[config.mk]
export PLATFORM = sky130hd
export DESIGN_NAME = plant_input_conditioner
export DESIGN_NICKNAME = d
export VERILOG_FILES = /design/src/rtl/plant_input_conditioner_pkg.sv /design/src/rtl/plant_input_conditioner_debounce_ch.sv /design/src/rtl/plant_input_conditioner.sv
export SDC_FILE = /design/constraint.sdc
export NUM_CORES = 1
export LEC_CHECK = 0
export CORE_UTILIZATION = 55
export DETAILED_ROUTE_END_ITERATION = 10
export HOLD_SLACK_MARGIN = 0.02
export PLACE_DENSITY = 0.83
export RECOVER_POWER = 100
export SLEW_MARGIN = 5
export SYNTH_ARGS = -nofsm -noshare
export SYNTH_HDL_FRONTEND = slang
export SYNTH_HIERARCHICAL = 1
export SYNTH_SLANG_ARGS = --single-unit
[constraint.sdc]
create_clock -name wb_clk_i -period 4.48 [get_ports wb_clk_i]
set_input_delay 0.896 -clock wb_clk_i [delete_from_list [all_inputs] [get_ports wb_clk_i]]
set_output_delay 0.896 -clock wb_clk_i [all_outputs]
set_load 0.05 [all_outputs]
[src/rtl/plant_input_conditioner_pkg.sv]
// Shared constants for the plant input conditioner: default channel count,
// debounce timing and the event direction encoding.
package plant_input_conditioner_pkg;

  localparam int NCH_DEF          = 8;
  localparam int CNT_W_DEF        = 16;
  localparam int DEBOUNCE_CYC_DEF = 1000;

  localparam logic EVT_FALL = 1'b0;
  localparam logic EVT_RISE = 1'b1;

endpackage

[src/rtl/plant_input_conditioner_debounce_ch.sv]
// One sensor channel: two-flop synchronizer, debounce counter, stable level
// and a single-cycle strobe with direction whenever the level flips.
module plant_debounce_ch
  import plant_input_conditioner_pkg::*;
#(
  parameter int CNT_W        = CNT_W_DEF,
  parameter int DEBOUNCE_CYC = DEBOUNCE_CYC_DEF
) (
  input  logic clk_i,
  input  logic rst_i,
  input  logic sense_i,
  output logic level_o,
  output logic strobe_o,
  output logic rise_o
);

  localparam logic [CNT_W-1:0] CNT_LAST = CNT_W'(DEBOUNCE_CYC - 1);

  logic             sync1_q, sync2_q;
  logic             level_q, level_d;
  logic [CNT_W-1:0] cnt_q, cnt_d;
  logic             hit;

  // Any cycle where the synchronized input agrees with the level restarts the count.
  always_comb begin
    cnt_d   = cnt_q;
    level_d = level_q;
    hit     = 1'b0;
    if (sync2_q == level_q) begin
      cnt_d = '0;
    end else if (cnt_q == CNT_LAST) begin
      level_d = sync2_q;
      cnt_d   = '0;
      hit     = 1'b1;
    end else begin
      cnt_d = cnt_q + 1'b1;
    end
  end

  always_ff @(posedge clk_i or posedge rst_i) begin
    if (rst_i) begin
      sync1_q <= 1'b0;
      sync2_q <= 1'b0;
      level_q <= 1'b0;
      cnt_q   <= '0;
    end else begin
      sync1_q <= sense_i;
      sync2_q <= sync1_q;
      level_q <= level_d;
      cnt_q   <= cnt_d;
    end
  end

  assign level_o  = level_q;
  assign strobe_o = hit;
  assign rise_o   = sync2_q ? EVT_RISE : EVT_FALL;

endmodule

[src/rtl/plant_input_conditioner.sv]
// Debounces NCH raw sensor inputs and turns level changes into a stream of
// (channel, direction) events drained one per valid/ready handshake.
module plant_input_conditioner
  import plant_input_conditioner_pkg::*;
#(
  parameter int NCH          = NCH_DEF,
  parameter int CNT_W        = CNT_W_DEF,
  parameter int DEBOUNCE_CYC = DEBOUNCE_CYC_DEF,
  parameter int IDX_W        = 3
) (
  input  logic             wb_clk_i,
  input  logic             wb_rst_i,
  input  logic [NCH-1:0]   sense_i,
  input  logic             enable_i,
  output logic [NCH-1:0]   level_o,
  output logic             evt_valid_o,
  input  logic             evt_ready_i,
  output logic [IDX_W-1:0] evt_chan_o,
  output logic             evt_rise_o,
  output logic             ovf_o,
  input  logic             ovf_clr_i
);

  logic [NCH-1:0]   strobe, rise;
  logic [NCH-1:0]   pend_q, pend_d;
  logic [NCH-1:0]   pend_rise_q, pend_rise_d;
  logic [NCH-1:0]   take_oh;
  logic             evt_valid_q, evt_valid_d;
  logic [IDX_W-1:0] evt_chan_q, evt_chan_d;
  logic             evt_rise_q, evt_rise_d;
  logic             ovf_q, ovf_d, ovf_set;
  logic             load, sel_vld;
  logic [IDX_W-1:0] sel_idx;

  for (genvar g = 0; g < NCH; g++) begin : g_ch
    plant_debounce_ch #(
      .CNT_W        (CNT_W),
      .DEBOUNCE_CYC (DEBOUNCE_CYC)
    ) u_ch (
      .clk_i    (wb_clk_i),
      .rst_i    (wb_rst_i),
      .sense_i  (sense_i[g]),
      .level_o  (level_o[g]),
      .strobe_o (strobe[g]),
      .rise_o   (rise[g])
    );
  end

  assign load = !evt_valid_q || evt_ready_i;

  // Lowest index wins; selection looks only at registered pend so a fresh
  // strobe is never forwarded in the cycle it arrives.
  always_comb begin
    sel_vld = 1'b0;
    sel_idx = '0;
    for (int i = NCH - 1; i >= 0; i--) begin
      if (pend_q[i] && enable_i) begin
        sel_vld = 1'b1;
        sel_idx = IDX_W'(i);
      end
    end
  end

  always_comb begin
    take_oh = '0;
    if (load && sel_vld) take_oh[sel_idx] = 1'b1;
  end

  always_comb begin
    pend_d      = pend_q;
    pend_rise_d = pend_rise_q;
    ovf_set     = 1'b0;
    if (!enable_i) begin
      pend_d = '0;
    end else begin
      for (int i = 0; i < NCH; i++) begin
        if (take_oh[i]) pend_d[i] = 1'b0;
        if (strobe[i]) begin
          if (pend_q[i] && !take_oh[i]) ovf_set = 1'b1;
          pend_d[i]      = 1'b1;
          pend_rise_d[i] = rise[i];
        end
      end
    end
  end

  always_comb begin
    evt_valid_d = evt_valid_q;
    evt_chan_d  = evt_chan_q;
    evt_rise_d  = evt_rise_q;
    if (load) begin
      evt_valid_d = sel_vld;
      if (sel_vld) begin
        evt_chan_d = sel_idx;
        evt_rise_d = pend_rise_q[sel_idx];
      end
    end
  end

  assign ovf_d = ovf_set | (ovf_q & ~ovf_clr_i);

  always_ff @(posedge wb_clk_i or posedge wb_rst_i) begin
    if (wb_rst_i) begin
      pend_q      <= '0;
      pend_rise_q <= '0;
      evt_valid_q <= 1'b0;
      evt_chan_q  <= '0;
      evt_rise_q  <= 1'b0;
      ovf_q       <= 1'b0;
    end else begin
      pend_q      <= pend_d;
      pend_rise_q <= pend_rise_d;
      evt_valid_q <= evt_valid_d;
      evt_chan_q  <= evt_chan_d;
      evt_rise_q  <= evt_rise_d;
      ovf_q       <= ovf_d;
    end
  end

  assign evt_valid_o = evt_valid_q;
  assign evt_chan_o  = evt_chan_q;
  assign evt_rise_o  = evt_rise_q;
  assign ovf_o       = ovf_q;

endmodule

==> results of run 1 <==
[per-stage QoR]
stage | cells | worst slack, ns | instance area (µm²) | power [µW]
after detailed placement | 990 | 1.45 | 8770 | 1800
after CTS | 1021 | 1.89 | 9320 | 3190
after global routing | 1021 | 0.907 | 9280 | 3270
after global placement | 990 | 1.44 | 8770 | 1800
final | 1021 | 1.11 | 9280 | 3150
after floorplan | 819 | 2.26 | 8540 | 1750
[worst max path at each step]
stage,endpoint,slack (ns),startpoint,depth (start not counted)
2_1_floorplan,ovf_o,2.26,evt_ready_i,7
3_3_place_gp,ovf_o,1.44,enable_i,8
3_5_place_dp,ovf_o,1.45,enable_i,8
4_1_cts,ovf_o,1.89,enable_i,8
5_1_grt,ovf_o,0.91,enable_i,8
6_report,ovf_o,1.11,enable_i,8
[state kept, by name, summed over array words and instances, names as in the netlist]
signal / flops
g_ch.u_ch/cnt_q: 128
ovf_o: 1
evt_rise_o: 1
pend_q: 8
evt_valid_o: 1
g_ch.u_ch/level_o: 8
g_ch.u_ch/sync2_q: 8
evt_chan_o: 3
g_ch.u_ch/sync1_q: 8
pend_rise_q: 8
[power by group]
group          total [µW]  internal [µW]  switching, µW
clock                1390            777            613
sequential           1620           1600           22.2
combinational         142           42.3           99.5
[per-layer routing]
metal  routed length (µm)  global-route usage [%]  part of all wire [%]
met5                    0                       0                     0
met4                  172                    7.02                   1.1
met3                  548                    5.15                   3.5
met2                 7570                    34.4                    48
met1                 7500                    29.9                    48
[logic make-up after synthesis]
| family | Yosys count | share of synthesized area (%) |
|---|---|---|
| simple gates | 388 | 26.0 |
| mux | 18 | 2.35 |
| buf+inv | 64 | 4.08 |
| flops | 174 | 51.0 |
| compound gates | 63 | 4.71 |
| fa+ha+maj | 8 | 1.17 |
| xor+xnor | 104 | 10.7 |
[cell usage in the layout, fill, tap and decap left out, types with 2 or more instances in the layout]
cell             synthesis  layout
clkinv_2                 0       3
nand3_1                 46      46
o31ai_1                  9       9
nor2b_1                 15      15
a21oi_1                 24      24
o21a_1                   4       4
nand2_1                 43      51
and2_2                   8       8
o21ai_0                 12      12
clkinv_4                 0       2
and3_1                   8       8
clkbuf_16                0      17
dlygate4sd3_1            0      24
nor4_1                   8       9
nor4bb_1                 8       8
nor3b_1                  8       9
a221oi_1                 3       3
xnor2_1                  8       8
and3_2                   8       8
or4_1                    8       8
clkdlybuf4s50_1          0       2
mux2i_1                  2       2
nand4_1                 49      49
and4_1                  24      24
mux2_2                  16      16
ha_1                     8       8
dfrtp_1                174     174
or3_1                    8       8
and2_1                   9       9
xor2_1                  96      96
clkinvlp_4               0       5
nand2b_1                 4       4
inv_1                   20      20
nor2_1                 113     113
nand3_4                  8       8
a31oi_1                  2       2
inv_6                    0       2
[cell type report]
cell class | count | area [µm²] | share of cell area, %
Timing Repair Buffer | 27 | 264 | 2.85
Inverter | 20 | 75.1 | 0.809
Sequential cell | 174 | 4350 | 46.9
Clock inverter | 13 | 118 | 1.27
Clock buffer | 18 | 439 | 4.73
Tap cell | 188 | 235 | 2.54
Multi-Input combinational cell | 581 | 3790 | 40.9
==> flow_summary.toml, run 1 <==
[timing]
maxSlewHeadroom_pct = 38.7
period_share_pct = 75.2
fmax_ghz = 0.297
fin_hold_ws_ns = 0.348
fin_tns_setup_ns = 0
worstMarginPinSlew_ns = 0.919
finalClockSkew_ns = 0.0108
finalHoldViolCount = 0
setup_viol = 0
slew_violations = 0
grt_setup_unrepaired = "false"
fin_crit_ns = 3.37

[clock_network]
clk_pin_slew_ns = 0.06
ctsHtreeMaxLevel = 4
cts_tree = "done"
ctsHoldBuffers = 0
cts_resized = 0
cts_root_buf = "clkbuf_16"
cts_sinks = 174
insertion_delay_ns = 0.43
post-cts-setup-buffers = 0
clock_path_buffers = 2
cts_made_buffers = 17

[critical_path]
required_ns = 4.79
path_cells = "dlygate4sd3_1 > clkbuf_1 > nor3b_1 > nand3_1 > nor2_1 > nor2_1 > a221o_1 > o32a_1"
cp_max_fo = 23
max_stage_delay_ns = 0.69
path_common_cell = "nor2_1"
timing.rr.end = "ovf_o"
worstSetupPathType = "in2reg"
ff2ff_path_depth = 10
arrival_ns = 3.68
cp_top_family = "buffers and inverters"
rr_startpoint = "g_ch[7].u_ch/cnt_q[0]"
startpoint_type = "input pin"
cp.buffers_inverters = 2
slowest_stage = "clkbuf_1"
rrSetupSlack_ns = 2.25
cp-end-kind = "register"

[synthesis]
synthCells = 819
synth_area_leaders = "dfrtp_1 (51%), xor2_1 (9.9%), nor2_1 (5.0%)"
yosysMostFrequentCell = "dfrtp_1"
netlist-cell-type-count = 49
yosysWarnings = 6
yosysSeqAreaShare_pct = 51.0
synth_ff_type = "dfrtp_1"
synth_nets = 840
syn_avg_cell_area_um2 = 10.4
syn_area_um2 = 8540
synth_common_cells = "dfrtp_1 (174), nor2_1 (113), xor2_1 (96), nand4_1 (49), nand3_1 (46)"
synth-seq-cells = 174
synth_edf_count = 0
async_flop_share_pct = 100
synth_top_area_cell = "dfrtp_1"
yosysTopAreaCellShare_pct = 51.0

[place]
gp_congestion = 0.867
dp_hpwl_um = 10500
portBuffers = 26

[cells_and_area]
nets = 842
fillerInstances = 1215
final_core_util_pct = 61.3
drive_above_1_share_pct = 9.00
n_antenna_cell = 0
area_growth_pct = 8.71

[drt]
vias = 5845
routed_wl_um = 15800
ant_nets = 0
viasPerCell = 5.72
drtIter0Drc = 464
routedWlPerCell_um = 15.5
route.detailed.drc = 0
dr.pass1.iters = 5

[floorplan]
core_um2 = 15100
dieHeight_um = 127
fp-row-count = 45
io_pins = 27
dieArea_um2 = 16000
fp.dieW_um = 127
start_util_pct = 56.4

[hold_path]
hp-class = "reg2reg"
hp-start = "g_ch[5].u_ch/sync1_q"
hold_end = "g_ch[5].u_ch/sync2_q"
holdPathStages = 0

[global_routing]
grt_max_degree = 24
grt_pass1_vias = 5813
grt_pass1_wl_um = 27800
grt_overflow = 0
antenna_found_initial = 0
grt_usage_pct = 21.8

[status]
outcome = "finished clean"

[pwr]
peakVddDrop_mv = 0.271
p_leak_uw = 0.00411
p_per_area_nw_per_um2 = 340

[job]
cap_violations = 0
Note: power is estimated with default switching activity, not from simulation.
==> inputs of run 2 (changes only) <==
Settings changed: PLACE_DENSITY 0.83 to 0.85.
Clock period 4.48 ns to 3 ns, I/O delays scaled along.
==> flow_summary.toml, run 2 (synthesis gave the netlist of run 1 again) <==
[timing]
slew_violations = 0
fin_crit_ns = 2.64
setup_viol = 0
finalHoldViolCount = 0
grt_setup_unrepaired = "false"
fmax_ghz = 0.379
fin_tns_setup_ns = 0
maxSlewHeadroom_pct = 50.6
period_share_pct = 87.9
worstMarginPinSlew_ns = 0.740
finalClockSkew_ns = 0.0112

[hold_path]
hold_end = "g_ch[4].u_ch/sync2_q"
holdPathStages = 0
hp-class = "reg2reg"
hp-start = "g_ch[4].u_ch/sync1_q"

[clock_network]
cts_made_buffers = 17
ctsHoldBuffers = 0
cts_sinks = 174
ctsHtreeMaxLevel = 4
clock_path_buffers = 2
cts_resized = 0
cts_tree = "done"
clk_pin_slew_ns = 0.06
cts_root_buf = "clkbuf_16"
insertion_delay_ns = 0.43
post-cts-setup-buffers = 0

[place]
portBuffers = 26
dp_hpwl_um = 10500
dp.cells = 991
gp_congestion = 0.900

[critical_path]
ff2ff_path_depth = 4
required_ns = 3.30
slowest_stage = "dlygate4sd3_1"
worstSetupPathType = "in2reg"
arrival_ns = 2.94
crit_start = "enable_i"
timing.rr.end = "ovf_o"
startpoint_type = "input pin"
rr_startpoint = "pend_q[2]"
path_cells = "dlygate4sd3_1 > nor3b_1 > nand3_1 > nor2_1 > nor2_1 > a221o_1 > o32a_1"
max_stage_delay_ns = 0.73
cp-end-kind = "register"
cp_max_fo = 9
path_common_cell = "nor2_1"
rrSetupSlack_ns = 0.69

[global_routing]
grt_pass1_wl_um = 27700
grt_max_degree = 20
grt_overflow = 0
grt_pass1_vias = 5832
grt_usage_pct = 21.8
antenna_found_initial = 0

[pwr]
pwr-share-seq_pct = 48.4
pwr-share-clk_pct = 47.3
comb_power_share_pct = 4.3
switching_power_uw = 1070
power.internal_uw = 3940
p_leak_uw = 0.00417
peakVddDrop_mv = 0.410
p_per_area_nw_per_um2 = 534
swShare_pct = 21.3

[cells_and_area]
area_growth_pct = 9.72
fillerInstances = 1173
drive_above_1_share_pct = 8.98
layout_commonest_cell = "dfrtp_1"
n_antenna_cell = 0
top_register = "g_ch.u_ch/cnt_q"
final_cell_mix = "dfrtp_1 (174), nor2_1 (113), xor2_1 (96)"
largest_reg_flops = 128
layout.cells.non_filler = 1023
nets = 843

[drt]
viasPerCell = 5.83
vias = 5969
routed_wl_um = 16100
drtIter0Drc = 398
dr.pass1.iters = 6
ant_nets = 0
routedWlPerCell_um = 15.7
route.detailed.drc = 0

[floorplan]
fp-row-count = 45
fp.dieW_um = 127
dieHeight_um = 127
core_um2 = 15100
dieArea_um2 = 16000
start_util_pct = 56.4
io_pins = 27

[job]
cap_violations = 0

[status]
outcome = "finished clean"
[run 2: area by class of cell]
type	instances	area, µm²	area share (%)
multi-input cells	581	3780	40.4
flip-flops and latches	174	4350	46.5
repair buffers	28	272	2.90
inverters	20	75.1	0.802
well taps	188	235	2.51
clock buffers	23	488	5.21
clock inverters	9	156	1.67
[run 2: worst max-delay path: cells and delay by family]
family / cells / cell delay [ns]
AND/OR/NAND/NOR: 4 / 0.96
AO/OA/AOI/OAI: 2 / 0.64
buffers and inverters: 1 / 0.73
[run 2: stage by stage]
step	utilization, %	setup WS (ns)	power (µW)	area (µm²)	hold slack [ns]
3_5_place_dp	57.9	0.244	2690	8770	0.335
3_3_place_gp	57.9	0.323	2680	8770	0.333
4_1_cts	62.2	0.688	5080	9420	0.350
2_1_floorplan	-	0.952	2610	8540	0.331
6_report	61.8	0.363	5000	9370	0.349
5_1_grt	61.8	0.277	5200	9370	0.355
[run 2: how the worst max path moves through the flow]
stage,cells after the start,to,slack (ns)
after floorplan,11,ovf_o,0.95
after global placement,7,ovf_o,0.32
after detailed placement,7,ovf_o,0.24
after CTS,7,ovf_o,0.69
after global routing,7,ovf_o,0.28
final,7,ovf_o,0.36
[run 2: per-layer routing]
| layer | global-route usage (%) | wire (µm) |
|---|---|---|
| met5 | 0 | 0 |
| met4 | 9.71 | 372 |
| met3 | 4.13 | 574 |
| met2 | 34.4 | 7700 |
| met1 | 29.5 | 7410 |
[run 2: power by group through the flow]
stage               clock network, µW  logic, µW  registers (µW)
finish                           2370        215            2420
global route                     2530        243            2430
CTS                              2430        227            2420
detailed placement                  0        225            2460
global placement                    0        220            2460
floorplan                           0        139            2470
==> inputs of run 3 (changes only) <==
Settings changed: CTS_CLUSTER_DIAMETER set to 150, PLACE_DENSITY 0.85 to 0.75.
==> flow_summary.toml, run 3 (synthesis gave the netlist of run 1 again) <==
[status]
outcome = "finished clean"

[cells_and_area]
nets = 843
fillerInstances = 1198
multi_input_area_um2 = 3780
final_cell_mix = "dfrtp_1 (174), nor2_1 (113), xor2_1 (96)"
top_register = "g_ch.u_ch/cnt_q"
n_antenna_cell = 0
largest_reg_flops = 128
layout.cells.non_filler = 1023
regArea_um2 = 4350
layout_commonest_cell = "dfrtp_1"
drive_above_1_share_pct = 8.86
area_growth_pct = 9.53

[clock_network]
clk_pin_slew_ns = 0.06
ctsHtreeMaxLevel = 4
ctsHoldBuffers = 0
cts_sinks = 174
cts_resized = 0
clock_path_buffers = 2
cts_made_buffers = 17
insertion_delay_ns = 0.43
cts_root_buf = "clkbuf_16"
cts_tree = "done"
post-cts-setup-buffers = 0

[hold_path]
holdPathStages = 0
hp-start = "g_ch[1].u_ch/sync1_q"
hp-class = "reg2reg"
hold_end = "g_ch[1].u_ch/sync2_q"

[drt]
drtIter0Drc = 421
ant_nets = 0
dr.pass1.iters = 5
route.detailed.drc = 0
routedWlPerCell_um = 16.3
routed_wl_um = 16600
vias = 5954
viasPerCell = 5.82

[timing]
fin_tns_setup_ns = 0
maxSlewHeadroom_pct = 21.1
grt_setup_unrepaired = "false"
fin_crit_ns = 2.53
worstMarginPinSlew_ns = 1.18
finalHoldViolCount = 0
fmax_ghz = 0.395
setup_viol = 0
finalClockSkew_ns = 0.00993
fin_hold_ws_ns = 0.347
slew_violations = 0
period_share_pct = 84.4

[floorplan]
fp.dieW_um = 127
start_util_pct = 56.4
fp-row-count = 45
dieHeight_um = 127
dieArea_um2 = 16000
io_pins = 27
core_um2 = 15100

[place]
dp_hpwl_um = 11400
gp_congestion = 0.866
dp.cells = 991
portBuffers = 26

[pwr]
p_per_area_nw_per_um2 = 532
switching_power_uw = 1100
pwr-share-clk_pct = 47.0
comb_power_share_pct = 4.3
power.internal_uw = 3880
peakVddDrop_mv = 0.423
p_leak_uw = 0.00417
pwr-share-seq_pct = 48.7
swShare_pct = 22.0
power_uw = 4970

[critical_path]
arrival_ns = 2.84
startpoint_type = "input pin"
required_ns = 3.31
cp_max_fo = 8
ff2ff_path_depth = 4
timing.rr.end = "ovf_o"
worstSetupPathType = "in2reg"
rrSetupSlack_ns = 0.74
rr_startpoint = "pend_q[2]"
cp-end-kind = "register"

[global_routing]
antenna_found_initial = 0
grt_pass1_vias = 6016
grt_max_degree = 23
grt_usage_pct = 22.6
grt_pass1_wl_um = 28600
grt_overflow = 0

[job]
cap_violations = 0
==> run 3: cell types whose count changed in the layout (fill, tap and decap cells not counted), sizes merged <==
cell,previous run,this run
clkbuf,24,21
clkdlybuf4s50,2,1
clkinv,2,3
clkinvlp,3,1
dlygate4sd3,24,25
inv,20,24
==> run 3: routing by layer <==
layer | global-route usage (%) | wire, µm | up-vias
met3 | 4.64 | 522 | 14
li1 | - | - | 2855
met4 | 6.80 | 187 | 0
met5 | 0 | 0 | -
met1 | 30.1 | 7670 | 2963
met2 | 37.5 | 8250 | 122
==> run 3: how the worst max path moves through the flow <==
stage,start,end,slack (ns)
finish,enable_i,ovf_o,0.47
global placement,enable_i,ovf_o,0.35
detailed placement,enable_i,ovf_o,0.31
floorplan,g_ch[7].u_ch/cnt_q[0],ovf_o,0.95
CTS,g_ch[4].u_ch/level_o,level_o[4],0.70
global route,enable_i,ovf_o,0.33
==> run 3: through the flow <==
step | util [%] | setup WS (ns) | instance area, µm²
after global placement | 57.9 | 0.349 | 8770
after global routing | 61.7 | 0.334 | 9350
final | 61.7 | 0.469 | 9350
after floorplan | - | 0.952 | 8540
after CTS | 62.1 | 0.700 | 9400
after detailed placement | 57.9 | 0.310 | 8770
==> run 3: critical path, stage by stage <==
cell and delay [ns]:
dlygate4sd3_1 0.68, nor3b_1 0.52, nand3_1 0.22, nor2_1 0.13
nor2_1 0.06, a221o_1 0.34, o32a_1 0.28
==> run 3: area by class of cell <==
| cell class | instances | share of cell area, % |
|---|---|---|
| Clock buffer | 20 | 4.78 |
| Timing Repair Buffer | 28 | 2.90 |
| Sequential cell | 174 | 46.6 |
| Inverter | 20 | 0.803 |
| Multi-Input combinational cell | 581 | 40.5 |
| Clock inverter | 12 | 1.94 |
| Tap cell | 188 | 2.52 |
==> run 3: power by group through the flow <==
| stage | Clock (µW) | Combinational [µW] | Sequential [µW] |
|---|---|---|---|
| final | 2340 | 213 | 2420 |
| after global routing | 2480 | 245 | 2430 |
| after CTS | 2380 | 226 | 2420 |
| after detailed placement | 0 | 224 | 2470 |
| after global placement | 0 | 217 | 2460 |
| after floorplan | 0 | 139 | 2470 |
